File: src/rtl/recovery_pkg.sv
// recovery_pkg: FSM state encoding and default parameters shared by the recovery controller
package recovery_pkg;
   typedef enum logic [2:0] {
      IDLE    = 3'd0,
      ACQUIRE = 3'd1,
      TRACK   = 3'd2,
      LOCKED  = 3'd3,
      LOST    = 3'd4
   } state_t;
   localparam int DEF_CLK_LEN    = 32;
   localparam int DEF_ACQ_EDGES  = 16;
   localparam int DEF_LOCK_EDGES = 16;
   localparam int DEF_MISS_LIMIT = 4;
   localparam int DEF_TOL_SHIFT  = 3;
   localparam int DEF_WD_SHIFT   = 5;
endpackage

File: src/rtl/interval_classify.sv
// interval_classify: sorts an edge interval into hit / miss / long against period +- (period >> TOL_SHIFT)
module interval_classify #(
   parameter int CLK_LEN   = 32,
   parameter int TOL_SHIFT = 3
) (
   input  logic [CLK_LEN-1:0] interval,
   input  logic [CLK_LEN-1:0] period,
   output logic               hit,
   output logic               miss,
   output logic               long_run
);
   logic [CLK_LEN:0] per_x, iv_x, tol, lo, hi;
   // one extra bit keeps period-tol from underflowing and period+tol from wrapping
   always_comb begin
      per_x    = {1'b0, period};
      iv_x     = {1'b0, interval};
      tol      = per_x >> TOL_SHIFT;
      lo       = per_x - tol;
      hi       = per_x + tol;
      miss     = iv_x < lo;
      long_run = iv_x > hi;
      hit      = !miss && !long_run;
   end
endmodule

File: src/rtl/recovery_ctrl.sv
// recovery_ctrl: acquires a bit-period estimate from edge intervals, tracks lock, and restarts on loss
module recovery_ctrl
   import recovery_pkg::*;
#(
   parameter int CLK_LEN    = DEF_CLK_LEN,
   parameter int ACQ_EDGES  = DEF_ACQ_EDGES,
   parameter int LOCK_EDGES = DEF_LOCK_EDGES,
   parameter int MISS_LIMIT = DEF_MISS_LIMIT,
   parameter int TOL_SHIFT  = DEF_TOL_SHIFT,
   parameter int WD_SHIFT   = DEF_WD_SHIFT
) (
   input  logic               clk,
   input  logic               rst_n,
   input  logic               enable,
   input  logic               edge_stb,
   input  logic [CLK_LEN-1:0] interval,
   output logic [CLK_LEN-1:0] period,
   output logic               period_valid,
   output logic               locked,
   output logic               restart,
   output state_t             state
);
   localparam int AW = $clog2(ACQ_EDGES + 1);
   localparam int HW = $clog2(LOCK_EDGES + 1);
   localparam int MW = $clog2(MISS_LIMIT + 1);
   localparam int WW = CLK_LEN + WD_SHIFT;

   state_t             nxt;
   logic [CLK_LEN-1:0] min_q, min_new, wd, wd_lim;
   logic [WW-1:0]      wd_wide;
   logic [AW-1:0]      acq_cnt, acq_inc;
   logic [HW-1:0]      hit_cnt, hit_inc;
   logic [MW-1:0]      miss_cnt, miss_inc;
   logic               first, hit, miss, long_run, tracking, acq_init, acq_take, trk_edge;

   interval_classify #(.CLK_LEN(CLK_LEN), .TOL_SHIFT(TOL_SHIFT)) u_classify (
      .interval (interval),
      .period   (period),
      .hit      (hit),
      .miss     (miss),
      .long_run (long_run)
   );

   // watchdog limit is period << WD_SHIFT, pinned to all-ones when the shift overflows
   always_comb begin
      wd_wide = {{WD_SHIFT{1'b0}}, period} << WD_SHIFT;
      wd_lim  = (|wd_wide[WW-1:CLK_LEN]) ? '1 : wd_wide[CLK_LEN-1:0];
   end

   // next-state decode: enable low wins, then a miss-driven loss beats a lock, and an edge beats expiry
   always_comb begin
      nxt      = state;
      tracking = (state == TRACK) || (state == LOCKED);
      acq_inc  = acq_cnt + 1'b1;
      hit_inc  = (hit_cnt == HW'(LOCK_EDGES)) ? hit_cnt : hit_cnt + 1'b1;
      miss_inc = miss_cnt + 1'b1;
      min_new  = (interval < min_q) ? interval : min_q;
      acq_init = enable && (state == IDLE || state == LOST);
      acq_take = enable && state == ACQUIRE && edge_stb && !first && interval >= CLK_LEN'(2);
      trk_edge = enable && tracking && edge_stb;
      if (!enable) nxt = IDLE;
      else if (acq_init) nxt = ACQUIRE;
      else if (acq_take && acq_inc == AW'(ACQ_EDGES)) nxt = TRACK;
      else if (trk_edge && miss && miss_inc == MW'(MISS_LIMIT)) nxt = LOST;
      else if (trk_edge && state == TRACK && hit && hit_inc == HW'(LOCK_EDGES)) nxt = LOCKED;
      else if (tracking && !edge_stb && wd >= wd_lim) nxt = LOST;
      else if (state > LOST) nxt = IDLE;
   end

   // state plus status flags, registered on the same edge as the transition that drives them
   always_ff @(posedge clk or negedge rst_n) begin
      if (!rst_n) begin
         state        <= IDLE;
         period_valid <= 1'b0;
         locked       <= 1'b0;
         restart      <= 1'b0;
      end else begin
         state        <= nxt;
         period_valid <= (nxt == TRACK) || (nxt == LOCKED);
         locked       <= nxt == LOCKED;
         restart      <= acq_init;
      end
   end

   // acquisition min/count and tracking hit/miss counters; period only changes when acquisition completes
   always_ff @(posedge clk or negedge rst_n) begin
      if (!rst_n) begin
         period   <= '0;
         min_q    <= '1;
         acq_cnt  <= '0;
         first    <= 1'b1;
         hit_cnt  <= '0;
         miss_cnt <= '0;
      end else begin
         if (acq_init) begin
            min_q   <= '1;
            acq_cnt <= '0;
            first   <= 1'b1;
         end else if (enable && state == ACQUIRE && edge_stb) begin
            first <= 1'b0;
            if (acq_take) begin
               min_q   <= min_new;
               acq_cnt <= acq_inc;
            end
         end
         if (acq_take && nxt == TRACK) begin
            period   <= min_new;
            hit_cnt  <= '0;
            miss_cnt <= '0;
         end else if (trk_edge) begin
            hit_cnt  <= hit ? hit_inc : hit_cnt;
            miss_cnt <= hit ? '0 : (long_run ? miss_cnt : miss_inc);
         end
      end
   end

   // watchdog: cycles since the last edge strobe, saturating at all-ones
   always_ff @(posedge clk or negedge rst_n) begin
      if (!rst_n) wd <= '0;
      else wd <= edge_stb ? '0 : ((&wd) ? wd : wd + 1'b1);
   end
endmodule

File: config.mk
export PLATFORM = sky130hd
export DESIGN_NAME = recovery_ctrl
export DESIGN_NICKNAME = d
export VERILOG_FILES = /design/src/rtl/recovery_pkg.sv /design/src/rtl/interval_classify.sv /design/src/rtl/recovery_ctrl.sv
export SDC_FILE = /design/constraint.sdc
export NUM_CORES = 1
export LEC_CHECK = 0
export CAP_MARGIN = 20
export CORE_MARGIN = 2
export CORE_UTILIZATION = 48
export DETAILED_ROUTE_END_ITERATION = 16
export PLACE_DENSITY = 0.74
export SLEW_MARGIN = 10
export SYNTH_ARGS = -nofsm -noshare
export SYNTH_HDL_FRONTEND = slang
export SYNTH_SLANG_ARGS = --single-unit
File: constraint.sdc
create_clock -name clk -period 4.8 [get_ports clk]
set_input_delay 0.72 -clock clk [delete_from_list [all_inputs] [get_ports clk]]
set_output_delay 0.72 -clock clk [all_outputs]
set_load 0.02 [all_outputs]
=== Word level (Yosys, flattened, before mapping) ===
Index checks and enable logic that the tools add are counted.
W data, S select, Z words.

* Output and inout bits: 38
* Input bits: 36
* Bits in registers: 116

* Reduce and logical (&&, ||, !) cells: 34
* Add/sub/neg operators: 6
* Mux-type cells: 27
* Equal/unequal tests: 12
* Order comparisons: 6

{| class="wikitable"
|+ Operators with widths
! cell !! count
|-
| $mux W32 || 7
|-
| $mux W5 || 7
|-
| $add A32 B29 Y33 || 1
|-
| $gt A32 B33 Y1 || 1
|-
| $lt A32 B33 Y1 || 1
|-
| $mux W3 || 11
|-
| $sub A32 B29 Y33 || 1
|-
| $add A32 B1 Y32 const B || 1
|-
| $ge A32 B2 Y1 const B || 1
|-
| $ge A32 B32 Y1 || 1
|-
| $lt A32 B32 Y1 || 1
|-
| $reduce_and A32 Y1 || 1
|-
| $logic_and A1 B1 Y1 || 17
|-
| $eq A5 B5 Y1 const B || 3
|-
| $eq A3 B2 Y1 const B || 4
|-
| $add A5 B1 Y5 const B || 2
|-
| $reduce_bool A2 Y1 || 4
|-
| $eq A3 B3 Y1 const B || 2
|-
| $reduce_and A2 Y1 || 3
|-
| $reduce_or A5 Y1 || 1
|-
| $logic_not A1 Y1 || 4
|-
| $add A3 B1 Y3 const B || 1
|-
| $eq A3 B1 Y1 const B || 1
|-
| $gt A3 B3 Y1 const B || 1
|-
| other kinds (5) || 8
|}

=== Logic depth before layout (Yosys ltp) ===
Gate-level depths: netlist of run 1.

* Depth in word-level cells: 16
* Mapped depth: 22
* Gate-level depth less buffers: 22

=== Modules after synthesis ===
Synthesis of run 1 repeated with hierarchy kept, for this count alone.

* Cell total of the unflattened synthesis: 1464
* Area total of the unflattened synthesis: 12149.2 sq um

{| class="wikitable"
|+ Modules (own cells, without submodules)
! module !! cells an instance !! area an instance (sq um) !! times used
|-
| recovery_ctrl || 829 || 7500.9 || 1
|-
| interval_classify || 635 || 4648.2 || 1
|}

=== Worst setup path after synthesis of run 1 ===
Ideal clock, no wire load.

* Path kind: reg2reg
* From: reg period[8]
* To: reg hit_cnt[3]
* Cell stages (with the launch flop): 23
* Clock period less this slack: 4.593 ns
* Required time: 4.671 ns
* Library setup time: 0.129 ns
* Setup slack: 0.207 ns
* Arrival time: 4.464 ns
* Cells stage by stage: dfrtp_1 -> inv_1 -> ha_1 -> buf_2 -> nor2b_1 -> a2111oi_0 -> a21oi_1 -> a2111oi_0 -> o31ai_1 -> nor4_1 -> nor2_1 -> o21bai_1 -> xnor2_1 -> ha_1 -> nand2_1 -> o21ai_0 -> a221oi_1 -> o21ai_0 -> o21ai_0 -> a211oi_2 -> a221oi_2 -> nand4_1 -> mux2i_1

* Longest elaborated chain between the ends: 15
* Elaborated cells on any way between the ends: 26
* Classes of those cells: add/sub (2); order compare (3); eq/ne (1); mux (8); reduce/logical (12)

{| class="wikitable"
|+ RTL lines
! element !! RTL line !! text
|-
| start: declaration || recovery_ctrl.sv:17 || <nowiki>output logic [CLK_LEN-1:0] period,</nowiki>
|-
| start signal: assignment || recovery_ctrl.sv:107 || <nowiki>period <= min_new;</nowiki>
|-
| $sub A32 B29 Y33 or $add A32 B29 Y33 (tied branches) || interval_classify.sv:18, interval_classify.sv:19 ||
|-
| $lt A32 B33 Y1 or $gt A32 B33 Y1 (tied branches) || interval_classify.sv:20, interval_classify.sv:21 ||
|-
| $logic_not A1 Y1 || interval_classify.sv:22 || <nowiki>hit = !miss && !long_run;</nowiki>
|-
| $logic_and A1 B1 Y1 || interval_classify.sv:22 ||
|-
| $logic_and A1 B1 Y1 (2 in series) || recovery_ctrl.sv:65 || <nowiki>else if (trk_edge && state == TRACK && hit && hit_inc == HW'(LOCK_EDGES)) nxt = LOCKED;</nowiki>
|-
| $mux W3 || recovery_ctrl.sv:65 ||
|-
| $mux W3 || recovery_ctrl.sv:64 || <nowiki>else if (trk_edge && miss && miss_inc == MW'(MISS_LIMIT)) nxt = LOST;</nowiki>
|-
| $mux W3 || recovery_ctrl.sv:63 || <nowiki>else if (acq_take && acq_inc == AW'(ACQ_EDGES)) nxt = TRACK;</nowiki>
|-
| $mux W3 || recovery_ctrl.sv:62 || <nowiki>else if (acq_init) nxt = ACQUIRE;</nowiki>
|-
| $mux W3 || recovery_ctrl.sv:61 || <nowiki>if (!enable) nxt = IDLE;</nowiki>
|-
| $eq A3 B2 Y1 || recovery_ctrl.sv:106 || <nowiki>if (acq_take && nxt == TRACK) begin</nowiki>
|-
| $logic_and A1 B1 Y1 || recovery_ctrl.sv:106 ||
|-
| $reduce_bool A2 Y1 (no line) || - ||
|-
| $reduce_and A2 Y1 (no line) || - ||
|-
| end signal: assignment || recovery_ctrl.sv:111 || <nowiki>hit_cnt <= hit ? hit_inc : hit_cnt;</nowiki>
|-
| end: declaration || recovery_ctrl.sv:32 || <nowiki>logic [HW-1:0] hit_cnt, hit_inc;</nowiki>
|}

Parallel ways exist; a longest one is shown, timed or not.
A chain may end at the register's enable or synchronous reset.

=== Worst setup path in the final report of run 1 ===
* From: reg period[9]
* To: reg hit_cnt[3]

Same word-level chain as after synthesis.

==> impl_metrics.py, run 1 <==
metrics = {
    "outcome": {
        "status": "complete, no violations",
    },
    "logic_synthesis": {
        "synth_enable_flop_cells": 0,
        "ys_ff_latch": 116,
        "syn-num-nets": 1735,
        "yosys.area.top_type": "ha_1",
        "synth.avg_cell_area_sq_um": 8.18,
        "syn_area_sq_mm": 0.0123,
        "synth_area_leaders": "ha_1 19%, dfrtp_1 17%, dfstp_2 7.0%, nor2_1 5.5%, inv_1 4.4%",
        "ys.flop_type": "dfrtp_1",
        "syn_inst": 1506,
        "ys_warn_count": 0,
        "ys_types": 75,
        "seq_area_frac_synth_pct": 23.9,
        "async_flop_share_pct": 100,
        "synth_top_area_share_pct": 19.4,
    },
    "detailed_routing": {
        "first_pass_iters": 5,
        "antenna_left": 0,
        "drc_errors": 0,
        "routed_wl_um": 38100,
        "wl_per_cell_um": 19.0,
        "routed_via_density": 6.02,
        "vias": 12066,
        "drt_iter0_drc": 888,
    },
    "final_layout": {
        "syn2layout_area_growth_pct": 23.0,
        "fillers": 2176,
        "final_cell_mix": "186 x ha_1, 181 x nor2_1, 142 x inv_1",
        "layout_commonest_cell": "ha_1",
        "layout.nets": 1889,
        "final_cell_area_sq_mm": 0.0152,
        "final_util_pct": 60.2,
        "multi_input_comb_area_sq_mm": 0.00897,
        "num_antenna_cells": 0,
        "drive_above_1_share_pct": 17.6,
        "seq_area_sq_mm": 0.00295,
    },
    "critical_path": {
        "rrSetupSlack_ns": 0.09,
        "crit_top_cell": "a21o_1",
        "crit_fanout": 7,
        "endpoint": "hit_cnt[3]",
        "crit_chain": "inv_1 -> ha_1 -> buf_4 -> nand2b_1 -> a21oi_1 -> o31ai_2 -> nand3_1 -> a21o_1 -> o211a_1 -> o31ai_4 -> nand4_1 -> o311a_1 -> ha_1 -> a21o_1 -> a21o_1 -> a31oi_1 -> a21oi_1 -> a31oi_2 -> a211oi_4 -> buf_12 -> a221oi_4 -> nand4_1 -> mux2i_1",
        "rr_worst_depth": 23,
        "required_ns": 5.11,
        "cp-end-kind": "flop",
        "reg2reg_to": "hit_cnt[3]",
        "arrival_ns": 5.02,
        "path_class": "flop to flop",
        "r2r-start": "period[9]",
        "critPathSlowestCell": "dfrtp_1",
        "startpoint_type": "flop",
        "cpPeakStageDelay_ns": 0.44,
        "crit_start": "period[9]",
    },
    "power": {
        "power_leakage_nw": 7.22,
        "power_density_mw_per_mm2": 169,
        "irDropWorstVdd_mv": 0.188,
    },
    "worst_hold_path": {
        "hold_class": "primary input to asynchronous set/reset pin",
    },
    "placement": {
        "placed_area_sq_mm": 0.0141,
        "portBuffers": 73,
        "dp_hpwl_um": 28700,
        "place_congestion": 0.927,
    },
    "floorplan": {
        "dieArea_sq_mm": 0.0270,
        "start_util_pct": 48.9,
        "die_x_um": 164,
        "top_level_ports": 74,
        "coreArea_sq_mm": 0.0252,
        "rows": 58,
        "die_y_um": 164,
    },
    "clock_network": {
        "clockBufferDepth": 2,
        "cts_tree": "done",
        "hold_buffers": 0,
        "clockRootBuffer": "clkbuf_16",
        "cts_buffers": 17,
        "clock_latency_ns": 0.43,
        "cts_htree_levels": 4,
        "clkTransAtPathRegs_ns": 0.06,
        "cts.sinks": 116,
    },
    "global_route": {
        "grt_max_degree": 69,
        "grt_overflow_total": 0,
        "grt_first_pass_wirelength_um": 61000,
        "grt_usage_pct": 28.6,
        "antenna_found_initial": 0,
        "grt_pass1_vias": 11731,
    },
    "timing": {
        "hold_viol_final": 0,
        "period_share_pct": 98.2,
        "slew_headroom_pct": 38.7,
        "final_max_slew_viol_count": 0,
        "max_freq_ghz": 0.212,
        "setup-tns-final_ns": 0,
        "clock_skew_ns": 0.00562,
        "setup_viol": 0,
        "finalCriticalPeriod_ns": 4.71,
        "tightest_slew_ns": 0.919,
        "grt_setup_unrepaired": "true",
    },
    "flow_run": {
        "drv_cap": 0,
    },
}
repair_timing:
action | CTS | global route
setup buffers | 4 | 11
setup endpoints to repair | 13 | 13
pin swaps | 6 | 41
resized for setup | 21 | 66
state kept, by name, indices dropped and copies added (netlist names), 3 cells and up:
| signal | count |
|---|---|
| acq_cnt | 5 |
| hit_cnt | 5 |
| min_q | 32 |
| miss_cnt | 3 |
| period | 32 |
| state | 3 |
| wd | 32 |
synth_stat cells (8+ instances only):
cell / instances
o31ai_1: 42
dfrtp_1: 83
or2_2: 9
nor2_1: 182
nor2b_1: 8
a211oi_1: 9
nor4_1: 12
xnor2_1: 53
o21ai_0: 56
a21o_1: 57
and3_1: 8
nand2b_1: 23
nand3_1: 34
dfstp_2: 33
a31oi_1: 11
nand4_1: 31
inv_1: 145
clkbuf_1: 38
a2111oi_0: 8
xor2_1: 34
and4_1: 8
mux2i_1: 35
buf_2: 15
o221a_2: 31
nor3_1: 51
a21oi_1: 90
nand2_1: 93
o211ai_1: 9
o21bai_1: 12
ha_1: 191
worst min path at each step:
stage,end,slack (ns),cells past startpoint
floorplan,acq_cnt[0],0.42,0
global placement,miss_cnt[2],0.47,2
detailed placement,miss_cnt[2],0.49,2
CTS,period_valid,0.46,1
global route,period_valid,0.49,1
finish,period_valid,0.43,1
power breakdown:
group / total, mW / switching (mW) / internal [mW] / leakage [nW]
sequential: 1.02 / 0.0157 / 1.00 / 1.49
combinational: 0.300 / 0.181 / 0.119 / 5.45
clock: 1.25 / 0.457 / 0.793 / 0.282
area by class of cell:
class                      count  share of cell area [%]
multi-input combinational   1182                    59.2
timing repair buffer         196                    11.2
clock buffer                  29                    3.50
inverter                     147                    3.64
clock inverter                 3                   0.264
tap                          330                    2.72
sequential                   116                    19.5
per-stage QoR:
stage	std cells	hold WS [ns]	setup WS [ns]	total power [mW]
floorplan	1506	0.424	0.207	1.17
global placement	1957	0.466	-0.160	1.31
detailed placement	1957	0.490	-0.218	1.32
CTS	1993	0.460	0.0170	2.57
global route	2003	0.493	-0.149	2.65
finish	2003	0.432	0.0879	2.57
cell families after synthesis:
family | share of synthesized area (%)
flip-flops | 23.9
adder cells (fa/ha/maj) | 19.7
AND/OR/NAND/NOR | 18.5
multiplexers | 2.84
XOR/XNOR | 6.19
AO/OA/AOI/OAI | 22.1
buffers and inverters | 6.74
metal layers:
layer  share of wire (%)  up-vias  GRT usage [%]
met3                 5.4       96           3.71
met4                 3.7        0           12.0
met1                  43     5840           37.2
met5                   0        -              0
li1                    -     5715              -
met2                  48      415           47.9
worst max-delay path: cells and delay by family, from the launching register on:
family | cells | cell delay, ns
adders and majority gates | 2 | 0.68
DFF | 1 | 0.44
AOI/OAI and AO/OA | 13 | 2.44
buffers and inverters | 3 | 0.45
and+or+nand+nor | 4 | 0.45
muxes | 1 | 0.14
Power figures use the tool's default switching activity.
==> run 2: changes to the inputs <==
Settings changed: CAP_MARGIN 20 to default.
==> results of run 2 <==
Same layout as run 1: the final DEF is identical, and so are final timing and power.
==> run 3: changes to the inputs <==
Settings changed: DONT_BUFFER_PORTS from default to 1, MAX_ROUTING_LAYER from default to met4, PLACE_DENSITY 0.74 to 0.7.
==> run 3 against run 2 <==
Against the previous run: largest power group unchanged; largest cell class unchanged; global-route usage increased by 1.0 points; core utilization shrank 1.8 points; design area decreased by 2.9%; highest routed layer unchanged; worst setup slack got worse by 0.019 ns; critical path depth did not move.
==> impl_metrics.py, run 3 (same netlist as run 1, synthesis figures left out) <==
metrics = {
    "outcome": {
        "status": "complete, no violations",
    },
    "final_layout": {
        "drive_above_1_share_pct": 20.5,
        "largestRegisters": "min_q x32, period x32, wd x32",
        "fillers": 2214,
        "layout.nets": 1860,
        "final_cell_mix": "189 x ha_1, 180 x nor2_1, 164 x buf_4",
        "final_cell_area_sq_mm": 0.0147,
        "layout_commonest_cell": "ha_1",
        "syn2layout_area_growth_pct": 19.4,
    },
    "timing": {
        "holdWs_ns": 0.143,
        "tightest_slew_ns": 1.00,
        "final_max_slew_viol_count": 0,
        "clock_skew_ns": 0.0132,
        "grt_setup_unrepaired": "true",
        "finalCriticalPeriod_ns": 4.73,
        "setup-tns-final_ns": 0,
        "max_freq_ghz": 0.211,
        "hold_viol_final": 0,
        "setup_viol": 0,
        "slew_headroom_pct": 33.0,
        "period_share_pct": 98.6,
    },
    "global_route": {
        "grt_overflow_total": 0,
        "grt_pass1_vias": 11343,
        "grt_max_degree": 84,
        "antenna_found_initial": 1,
        "grt_first_pass_wirelength_um": 60900,
        "grt_usage_pct": 29.7,
    },
    "floorplan": {
        "dieArea_sq_mm": 0.0270,
        "start_util_pct": 48.9,
        "die_x_um": 164,
        "die_y_um": 164,
        "rows": 58,
        "coreArea_sq_mm": 0.0252,
        "top_level_ports": 74,
    },
    "critical_path": {
        "reg2reg_to": "hit_cnt[3]",
        "cp-end-kind": "flop",
        "startpoint_type": "flop",
        "rr_worst_depth": 23,
        "arrival_ns": 5.04,
        "required_ns": 5.10,
        "endpoint": "hit_cnt[3]",
        "r2r-start": "period[3]",
        "crit_start": "period[3]",
        "path_class": "flop to flop",
        "crit_fanout": 6,
        "rrSetupSlack_ns": 0.07,
    },
    "clock_network": {
        "cts.sinks": 116,
        "cts_buffers": 17,
        "clock_latency_ns": 0.43,
        "clkTransAtPathRegs_ns": 0.06,
        "cts_tree": "done",
        "cts_htree_levels": 4,
        "clockBufferDepth": 2,
        "clockRootBuffer": "clkbuf_16",
    },
    "detailed_routing": {
        "drt_iter0_drc": 909,
        "routed_wl_um": 38700,
        "drc_errors": 0,
        "vias": 11723,
        "antenna_left": 0,
        "wl_per_cell_um": 19.6,
        "routed_via_density": 5.94,
        "first_pass_iters": 5,
    },
    "placement": {
        "dp_hpwl_um": 28600,
        "place_congestion": 0.959,
        "placed_area_sq_mm": 0.0137,
        "portBuffers": 0,
    },
    "flow_run": {
        "drv_cap": 0,
    },
    "power": {
        "irDropWorstVdd_mv": 0.231,
        "power_density_mw_per_mm2": 175,
        "power_leakage_nw": 7.15,
        "power_mw": 2.58,
    },
    "worst_hold_path": {
        "hold_class": "primary input to asynchronous set/reset pin",
    },
}
## run 3: cell count changes in the layout (fill, tap and decap cells not counted), sizes merged
cell           previous run  this run
clkdlybuf4s50            72         0
buf                     124       167
clkbuf                   29        18
clkinvlp                  0         4
clkinv                    4         7
bufinv                    1         3
inv                     145       147
diode                     0         1
## run 3: layer usage
layer | vias up | share of wire (%) | GRT usage, %
met1 | 5613 | 42 | 37.0
met2 | 390 | 47 | 48.2
met5 | - | 0 | -
met4 | 0 | 2.7 | 7.62
li1 | 5650 | - | -
met3 | 70 | 7.4 | 7.35
## run 3: power breakdown
group / switching, mW / internal [mW] / total (mW) / leakage [nW]
sequential: 0.0177 / 1.00 / 1.02 / 1.50
combinational: 0.119 / 0.0913 / 0.210 / 5.37
clock: 0.518 / 0.835 / 1.35 / 0.289
## run 3: layout make-up
class | instances | area [sq um] | area share, %
multi-input cells | 1182 | 8900 | 60.5
clock buffers | 18 | 439 | 2.98
clock inverters | 14 | 178 | 1.21
diodes | 1 | 2.50 | 0.0170
flip-flops and latches | 116 | 2950 | 20.0
repair buffers | 167 | 1280 | 8.71
inverters | 147 | 552 | 3.75
well taps | 330 | 413 | 2.81
## run 3: what timing repair did
action / CTS / global route
buffers inserted: 2 / 10
hold buffers: 1 / 0
pin swaps: 5 / 30
gates resized for setup: 21 / 55
setup endpoints to repair: 13 / 13
hold endpoints to repair: 83 / 0
## run 3: stage by stage
step                      utilization, %  worst slack (ns)  cells
after floorplan                        -             0.207   1506
after global placement              54.3            -0.234   1929
after detailed placement            54.3            -0.334   1929
after CTS                           57.2           0.00252   1964
after global routing                58.4            -0.158   1975
final                               58.4            0.0694   1975
## run 3: worst min path at each step
stage	startpoint	end	slack, ns	cells past startpoint
after floorplan	rst_n	acq_cnt[0]	0.42	0
after global placement	rst_n	acq_cnt[3]	0.43	0
after detailed placement	rst_n	state[0]	0.43	0
after CTS	rst_n	min_q[27]	0.13	0
after global routing	rst_n	first	0.12	0
final	rst_n	min_q[29]	0.14	0
## run 3: worst max-delay path, cell delays in order (launching register included)
cell and delay, ns:
dfrtp_1 0.40, ha_2 0.22, inv_2 0.04, fa_2 0.40
o21bai_4 0.18, a221oi_4 0.09, o2111ai_2 0.25, nand3_1 0.11
a21o_1 0.25, o211a_1 0.27, o31ai_4 0.24, buf_4 0.15
o311a_1 0.19, ha_1 0.26, a21o_1 0.16, a21o_1 0.17
a31oi_1 0.15, a21oi_1 0.06, a31oi_1 0.21, a211oi_2 0.08
buf_4 0.21, a221oi_4 0.23, nand4_1 0.14, mux2i_1 0.14
